**src/rtl/seg_pkg.sv**
```systemverilog
// Shared definitions for the 7-segment display blocks: scan states,
// nibble-to-segment table and led bit positions.
package seg_pkg;

   typedef enum logic [1:0] {
      IDLE  = 2'd0,
      SHOW  = 2'd1,
      BLANK = 2'd2
   } state_e;

   localparam logic [7:0] SEG_BLANK = 8'h00;
   localparam int         DP_BIT    = 7;

   // Segment patterns, bit order g..a, active-high.
   localparam logic [6:0] SEG_TABLE [16] = '{
      7'h3F, 7'h06, 7'h5B, 7'h4F, 7'h66, 7'h6D, 7'h7D, 7'h07,
      7'h7F, 7'h6F, 7'h77, 7'h7C, 7'h39, 7'h5E, 7'h79, 7'h71
   };

endpackage

```
**src/rtl/seg_scan_ctrl_if.sv**
```systemverilog
// Digit write / commit port of the segment scan controller.
// With SEG_DP_EN defined, a per-digit decimal-point bit travels with the data.
interface seg_scan_ctrl_if;

   logic       wr_valid;
   logic       wr_ready;
   logic [2:0] wr_addr;
   logic [3:0] wr_data;
   logic       commit;
`ifdef SEG_DP_EN
   logic       wr_dp;
`endif

   modport master (
      output wr_valid,
      output wr_addr,
      output wr_data,
      output commit,
`ifdef SEG_DP_EN
      output wr_dp,
`endif
      input  wr_ready
   );

   modport slave (
      input  wr_valid,
      input  wr_addr,
      input  wr_data,
      input  commit,
`ifdef SEG_DP_EN
      input  wr_dp,
`endif
      output wr_ready
   );

endinterface

```
**src/rtl/seg_scan_ctrl_decode.sv**
```systemverilog
// Combinational hex nibble to 7-segment pattern (g..a, active-high).
module seg_decode
   import seg_pkg::*;
(
   input  logic [3:0] nib_i,
   output logic [6:0] seg_o
);

   // Plain table lookup.
   assign seg_o = SEG_TABLE[nib_i];

endmodule

```
**src/rtl/seg_scan_ctrl.sv**
```systemverilog
// Multiplexed 7-segment scan controller with shadow/active digit buffers,
// frame-aligned commit and an inter-digit blanking slot.
// Optional macro SEG_DP_EN adds a double-buffered decimal point per digit.
//
// state | meaning
// IDLE  | display off, del = 0, counters held at 0
// SHOW  | driving decoded pattern of digit del
// BLANK | all segments off at the tail of the digit slot
module seg_scan_ctrl
   import seg_pkg::*;
#(
   parameter int NUM_DIGITS   = 3,
   parameter int CLK_DIV      = 8,
   parameter int BLANK_CYCLES = 1
) (
   input  logic                clk,
   input  logic                rst_n,
   input  logic                en,
   seg_scan_ctrl_if.slave      wr,
   output logic [7:0]          led,
   output logic [2:0]          del,
   output logic                frame_done
);

   localparam int             CW        = $clog2(CLK_DIV + 1);
   localparam logic [CW-1:0]  SLOT_LOAD = CW'(CLK_DIV - 1);
   localparam logic [CW-1:0]  BLANK_TC  = CW'(BLANK_CYCLES);
   localparam logic [2:0]     LAST_DIG  = 3'(NUM_DIGITS - 1);

   state_e                         state_q, state_d;
   logic [2:0]                     del_q, del_d;
   logic [CW-1:0]                  cnt_q, cnt_d;
   logic [7:0]                     led_q, led_d;
   logic                           pend_q, pend_d;
   logic [NUM_DIGITS-1:0][3:0]     shd_nib_q, shd_nib_d, act_nib_q, act_nib_d;
   logic [NUM_DIGITS-1:0]          shd_dp_q, shd_dp_d, act_dp_q, act_dp_d;

   logic       wr_dp_w;
   logic       wr_acc;
   logic       slot_end;
   logic       at_boundary;
   logic       copy;
   logic [2:0] next_dig;
   logic [2:0] tgt;
   logic [3:0] nib_sel;
   logic       dp_sel;
   logic [6:0] seg_w;
   logic [7:0] show_pat;

`ifdef SEG_DP_EN
   assign wr_dp_w = wr.wr_dp;
`else
   assign wr_dp_w = 1'b0;
`endif

   // cnt_q is a down-counter; zero marks the last cycle of a digit slot.
   assign slot_end    = (cnt_q == '0);
   assign at_boundary = (state_q != IDLE) && (del_q == LAST_DIG) && slot_end;
   assign copy        = pend_q && ((state_q == IDLE) || at_boundary);
   assign next_dig    = (del_q == LAST_DIG) ? 3'd0 : del_q + 3'd1;
   assign wr_acc      = wr.wr_valid & ~pend_q;

   assign wr.wr_ready = ~pend_q;
   assign led         = led_q;
   assign del         = del_q;
   assign frame_done  = at_boundary;

   // Shadow writes, commit request and frame-aligned shadow-to-active copy.
   always_comb begin
      shd_nib_d = shd_nib_q;
      shd_dp_d  = shd_dp_q;
      act_nib_d = act_nib_q;
      act_dp_d  = act_dp_q;
      pend_d    = pend_q;
      for (int i = 0; i < NUM_DIGITS; i++) begin
         if (wr_acc && (wr.wr_addr == 3'(i))) begin
            shd_nib_d[i] = wr.wr_data;
            shd_dp_d[i]  = wr_dp_w;
         end
      end
      if (copy) begin
         act_nib_d = shd_nib_q;
         act_dp_d  = shd_dp_q;
         pend_d    = 1'b0;
      end else if (wr.commit) begin
         pend_d    = 1'b1;
      end
   end

   // Pick the digit shown next cycle; on a copy edge the new data is already used.
   always_comb begin
      tgt     = 3'd0;
      nib_sel = 4'h0;
      dp_sel  = 1'b0;
      if (state_q != IDLE) begin
         tgt = slot_end ? next_dig : del_q;
      end
      for (int i = 0; i < NUM_DIGITS; i++) begin
         if (tgt == 3'(i)) begin
            nib_sel = copy ? shd_nib_q[i] : act_nib_q[i];
            dp_sel  = copy ? shd_dp_q[i]  : act_dp_q[i];
         end
      end
   end

   seg_decode u_dec (
      .nib_i (nib_sel),
      .seg_o (seg_w)
   );

   assign show_pat = {dp_sel, seg_w};

   // Next-state, slot counter, digit index and registered led pattern.
   always_comb begin
      state_d = state_q;
      del_d   = del_q;
      cnt_d   = cnt_q;
      led_d   = SEG_BLANK;
      case (state_q)
         IDLE: begin
            del_d = 3'd0;
            cnt_d = '0;
            if (en) begin
               state_d = SHOW;
               cnt_d   = SLOT_LOAD;
               led_d   = show_pat;
            end
         end
         SHOW, BLANK: begin
            if (!en) begin
               state_d = IDLE;
               del_d   = 3'd0;
               cnt_d   = '0;
            end else if (slot_end) begin
               state_d = SHOW;
               del_d   = next_dig;
               cnt_d   = SLOT_LOAD;
               led_d   = show_pat;
            end else begin
               cnt_d = cnt_q - 1'b1;
               if (cnt_q <= BLANK_TC) begin
                  state_d = BLANK;
               end else begin
                  state_d = SHOW;
                  led_d   = show_pat;
               end
            end
         end
         default: begin
            state_d = IDLE;
            del_d   = 3'd0;
            cnt_d   = '0;
         end
      endcase
   end

   // Scan FSM and output registers.
   always_ff @(posedge clk or negedge rst_n) begin
      if (!rst_n) begin
         state_q <= IDLE;
         del_q   <= 3'd0;
         cnt_q   <= '0;
         led_q   <= SEG_BLANK;
      end else begin
         state_q <= state_d;
         del_q   <= del_d;
         cnt_q   <= cnt_d;
         led_q   <= led_d;
      end
   end

   // Digit buffers and commit flag; a pending commit is dropped by reset.
   always_ff @(posedge clk or negedge rst_n) begin
      if (!rst_n) begin
         shd_nib_q <= '0;
         shd_dp_q  <= '0;
         act_nib_q <= '0;
         act_dp_q  <= '0;
         pend_q    <= 1'b0;
      end else begin
         shd_nib_q <= shd_nib_d;
         shd_dp_q  <= shd_dp_d;
         act_nib_q <= act_nib_d;
         act_dp_q  <= act_dp_d;
         pend_q    <= pend_d;
      end
   end

endmodule

```
**src/flat_wrapper.sv**
```systemverilog
// flat-port wrapper written by rule: the top's interface ports become plain ports
module seg_scan_ctrl_flat import seg_pkg::*;
#(
   parameter int NUM_DIGITS   = 3,
   parameter int CLK_DIV      = 8,
   parameter int BLANK_CYCLES = 1
)
  (clk, rst_n, en, led, del, frame_done, wr_wr_valid, wr_wr_addr, wr_wr_data, wr_commit, wr_wr_ready);
  seg_scan_ctrl_if wr_i ();
  input  logic clk;
  input  logic rst_n;
  input  logic en;
  output logic [7:0] led;
  output logic [2:0] del;
  output logic frame_done;
  input wire logic [$bits(wr_i.wr_valid)-1:0] wr_wr_valid;
  input wire logic [$bits(wr_i.wr_addr)-1:0] wr_wr_addr;
  input wire logic [$bits(wr_i.wr_data)-1:0] wr_wr_data;
  input wire logic [$bits(wr_i.commit)-1:0] wr_commit;
  output wire logic [$bits(wr_i.wr_ready)-1:0] wr_wr_ready;
  assign wr_i.wr_valid = wr_wr_valid;
  assign wr_i.wr_addr = wr_wr_addr;
  assign wr_i.wr_data = wr_wr_data;
  assign wr_i.commit = wr_commit;
  assign wr_wr_ready = wr_i.wr_ready;
  seg_scan_ctrl #(.NUM_DIGITS(NUM_DIGITS), .CLK_DIV(CLK_DIV), .BLANK_CYCLES(BLANK_CYCLES)) u_core (.clk(clk), .rst_n(rst_n), .en(en), .wr(wr_i), .led(led), .del(del), .frame_done(frame_done));
endmodule
```
**config.mk**
```make
export PLATFORM = sky130hd
export DESIGN_NAME = seg_scan_ctrl_flat
export DESIGN_NICKNAME = d
export VERILOG_FILES = /design/src/rtl/seg_pkg.sv /design/src/rtl/seg_scan_ctrl_if.sv /design/src/rtl/seg_scan_ctrl_decode.sv /design/src/rtl/seg_scan_ctrl.sv /design/src/flat_wrapper.sv
export SDC_FILE = /design/constraint.sdc
export NUM_CORES = 1
export LEC_CHECK = 0
export ABC_AREA = 0
export CORE_UTILIZATION = 56
export DETAILED_ROUTE_END_ITERATION = 10
export PLACE_DENSITY = 0.85
export SLEW_MARGIN = 25
export SYNTH_ARGS = -nofsm -noshare
export SYNTH_HDL_FRONTEND = slang
export SYNTH_SLANG_ARGS = --single-unit
```
**constraint.sdc**
```tcl
create_clock -name clk -period 3.72 [get_ports clk]
set_input_delay 0.558 -clock clk [delete_from_list [all_inputs] [get_ports clk]]
set_output_delay 0.558 -clock clk [all_outputs]
set_load 0.02 [all_outputs]
```
==> results of run 1 <==
==> cell families after synthesis <==
kind of cell,count (synthesis),synth area share [%]
AOI/OAI and AO/OA,34,12.9
adders and majority gates,11,6.15
DFF,41,45.8
muxes,27,13.4
buffers and inverters,28,5.37
xor gates and xnor gates,4,1.57
other,1,0.168
and+or+nand+nor,56,14.6
==> how the worst min path moves through the flow <==
stage | cells past startpoint | to | start | slack [ns]
2_1_floorplan | 0 | u_core.act_nib_q[0]$_DFFE_PN0N_ | rst_n | 0.26
3_3_place_gp | 2 | u_core.act_nib_q[10]$_DFFE_PN0N_ | u_core.act_nib_q[10]$_DFFE_PN0N_ | 0.47
3_5_place_dp | 2 | u_core.act_nib_q[3]$_DFFE_PN0N_ | u_core.act_nib_q[3]$_DFFE_PN0N_ | 0.48
4_1_cts | 1 | u_core.shd_nib_q[10]$_DFFE_PN0P_ | rst_n | 0.40
5_1_grt | 1 | u_core.shd_nib_q[10]$_DFFE_PN0P_ | rst_n | 0.45
6_report | 1 | u_core.act_nib_q[7]$_DFFE_PN0N_ | rst_n | 0.37
==> per-layer routing <==
| metal | GRT usage, % | share of wire (%) | vias up |
|---|---|---|---|
| met4 | 8.15 | 1.5 | 0 |
| met3 | 7.29 | 3.3 | 6 |
| met1 | 27.7 | 47 | 732 |
| met5 | 0 | 0 | - |
| li1 | - | - | 754 |
| met2 | 34.9 | 48 | 21 |
==> worst max-delay path: stages, from the launching register on <==
cell,delay [ns]
dfrtp_1,0.39
inv_1,0.08
ha_1,0.24
and4bb_4,0.25
a22oi_4,0.37
mux2_2,0.40
nor2b_1,0.15
a211oi_4,0.35
inv_1,0.11
ha_1,0.25
or3_1,0.38
a21oi_1,0.14
==> registers in the layout, indices dropped and copies added, names as in the netlist <==
register	count
u_core.pend_q	1
u_core.state_q	2
u_core.cnt_q	4
u_core.shd_nib_q	12
u_core.led	7
u_core.act_nib_q	12
u_core.del	3
==> metrics by stage <==
step / setup WS, ns / instance area (sq um)
6_report: 0.518 / 2600
5_1_grt: 0.303 / 2600
4_1_cts: 0.502 / 2600
3_5_place_dp: 0.545 / 2480
3_3_place_gp: 0.627 / 2480
2_1_floorplan: 0.926 / 2240
==> power groups by stage <==
stage | registers, W | logic [W] | clock network [W]
CTS | 0.000759 | 0.00148 | 0.000374
global placement | 0.000759 | 0.00143 | 0
detailed placement | 0.000768 | 0.00146 | 0
finish | 0.000760 | 0.00149 | 0.000366
floorplan | 0.000767 | 0.00116 | 0
global route | 0.000784 | 0.00165 | 0.000395
==> layout make-up <==
cell class / instances / area, sq um
clock buffers: 5 / 68.8
fillers: 300 / 1140
flip-flops and latches: 41 / 1030
clock inverters: 3 / 46.3
multi-input cells: 133 / 1100
inverters: 17 / 63.8
repair buffers: 25 / 240
well taps: 48 / 60.1
==> synthesized netlist by cell type (2+ instances only) <==
library cell,n
a211oi_1,2
nand2_1,10
clkbuf_1,5
nor2b_1,5
or2_2,3
xnor2_1,3
nor2_1,10
nor3_1,7
o21ai_0,6
nor4_1,3
ha_1,11
nand3b_1,4
a221oi_1,2
inv_1,17
a21oi_1,9
buf_2,3
a221oi_2,2
o41ai_1,2
a211oi_4,2
dfrtp_1,41
mux2_4,2
nand3_1,2
a311oi_1,2
mux2_2,16
a211o_1,2
mux2i_1,9
nor3b_1,4
==> results.json, run 1 <==
{
  "hold_viol": 0,
  "finalCriticalPeriod_ns": 3.20,
  "synth-seq-cells": 41,
  "syn_area_per_cell_sq_um": 11.1,
  "synthFlopType": "dfrtp_1",
  "p_comb_share_pct": 56.9,
  "drive_gt1_share_pct": 18.8,
  "fin_worst_skew_ns": 0.00365,
  "cts_tree": "yes",
  "cts.sinks": 41,
  "worstMarginPinSlew_ns": 0.886,
  "tns_ns": 0,
  "crit_fanout": 11,
  "fin_nets": 246,
  "coreArea_sq_mm": 0.00374,
  "cts_buffer_depth": 2,
  "top_level_ports": 25,
  "finish.utilization_pct": 69.6,
  "root_buffer": "clkbuf_8",
  "syn_nets": 225,
  "final_cell_mix": "dfrtp_1 (41), clkdlybuf4s50_1 (22), inv_1 (17), mux2_2 (16), ha_1 (11)",
  "seq_power_share_pct": 29.1,
  "dp.final_hpwl_microns": 2770,
  "placedCellCount": 264,
  "grtUsageTotal_pct": 22.0,
  "wl_microns": 3960,
  "path_clk_slew_ns": 0.08,
  "grt_pass1_wl_microns": 6860,
  "antenna_found_initial": 0,
  "dieWidth_microns": 65.2,
  "p_leak_nw": 1.19,
  "die_y_microns": 65.2,
  "cts_resized": 0,
  "netlist.area_leader.share_pct": 45.8,
  "slew_headroom_pct": 40.9,
  "clk_latency_ns": 0.31,
  "setup_viol": 0,
  "switching_share_pct": 41.7,
  "p_int_w": 0.00152,
  "syn_inst": 202,
  "rr_endpoint": "u_core.led[0]$_DFF_PN0_",
  "htreeDepth": 2,
  "drv_slew": 0,
  "drtIter0Drc": 70,
  "holdWs_ns": 0.367,
  "max_cap_viol_count": 0,
  "row_count": 22,
  "drtPass1Iterations": 4,
  "antenna_cells": 0,
  "netlist_area_sq_mm": 0.00224,
  "wl_per_cell_microns": 14.5,
  "total_power_w": 0.00261,
  "path_class": "reg -> reg",
  "final_common_cell": "dfrtp_1",
  "ys_seq_area_share_pct": 45.8,
  "synth-async-reset-ratio_pct": 100,
  "grt_max_degree": 42,
  "hold_buffers": 0,
  "final_cells": 272,
  "fmax_ghz": 0.312,
  "p_clk_share_pct": 14.0,
  "via_per_inst": 5.56,
  "hold_class": "in -> async",
  "die_area_sq_mm": 0.00425,
  "drtAntennaViolNets": 0,
  "reg2reg_depth": 11,
  "synth_top_area_cell": "dfrtp_1",
  "period_share_pct": 86.1,
  "ir_drop_v": 0.000429,
  "endpoint": "u_core.led[0]$_DFF_PN0_",
  "critPathLaunchType": "flip-flop",
  "crit_required_ns": 3.96,
  "num_vias": 1513,
  "io_buffers": 23,
  "rsz0062_at_grt": "false",
  "synth_warnings": 0,
  "synth_edf_count": 0,
  "post_cts_buffers": 0,
  "switchingPower_w": 0.00109,
  "cp-startpoint": "u_core.cnt_q[0]$_DFF_PN0_",
  "worstSetupEndpointType": "flip-flop",
  "first_global_vias": 1489,
  "synthTopCellsByArea": "dfrtp_1 (46%), mux2_2 (8.0%), ha_1 (6.1%), mux2i_1 (4.0%), inv_1 (2.9%)",
  "cts_inserted_buffers": 5,
  "status": "finished clean",
  "syn_to_final_growth_pct": 16.3,
  "r2r-start": "u_core.cnt_q[0]$_DFF_PN0_",
  "drc": 0,
  "initial_core_util_pct": 59.8,
  "cp.arrival_ns": 3.44,
  "cellPowerDensity_mw_per_mm2": 1000,
  "overflow": 0,
  "r2r_slack_ns": 0.52,
  "gp_congestion": 0.856,
  "yosysUniqueCellTypes": 45
}
Note: power is estimated with default switching activity, not from simulation.
==> run 2: changes to the inputs <==
CTS_CLUSTER_DIAMETER = 200   (was not set)
SETUP_SLACK_MARGIN = 0.15   (was not set)
==> results of run 2 <==
No change in the layout: final DEF, timing and power equal those of run 1.
==> run 3: changes to the inputs <==
SKIP_LAST_GASP = 1   (was not set)
==> results of run 3 <==
No change in the layout: final DEF, timing and power equal those of run 1.
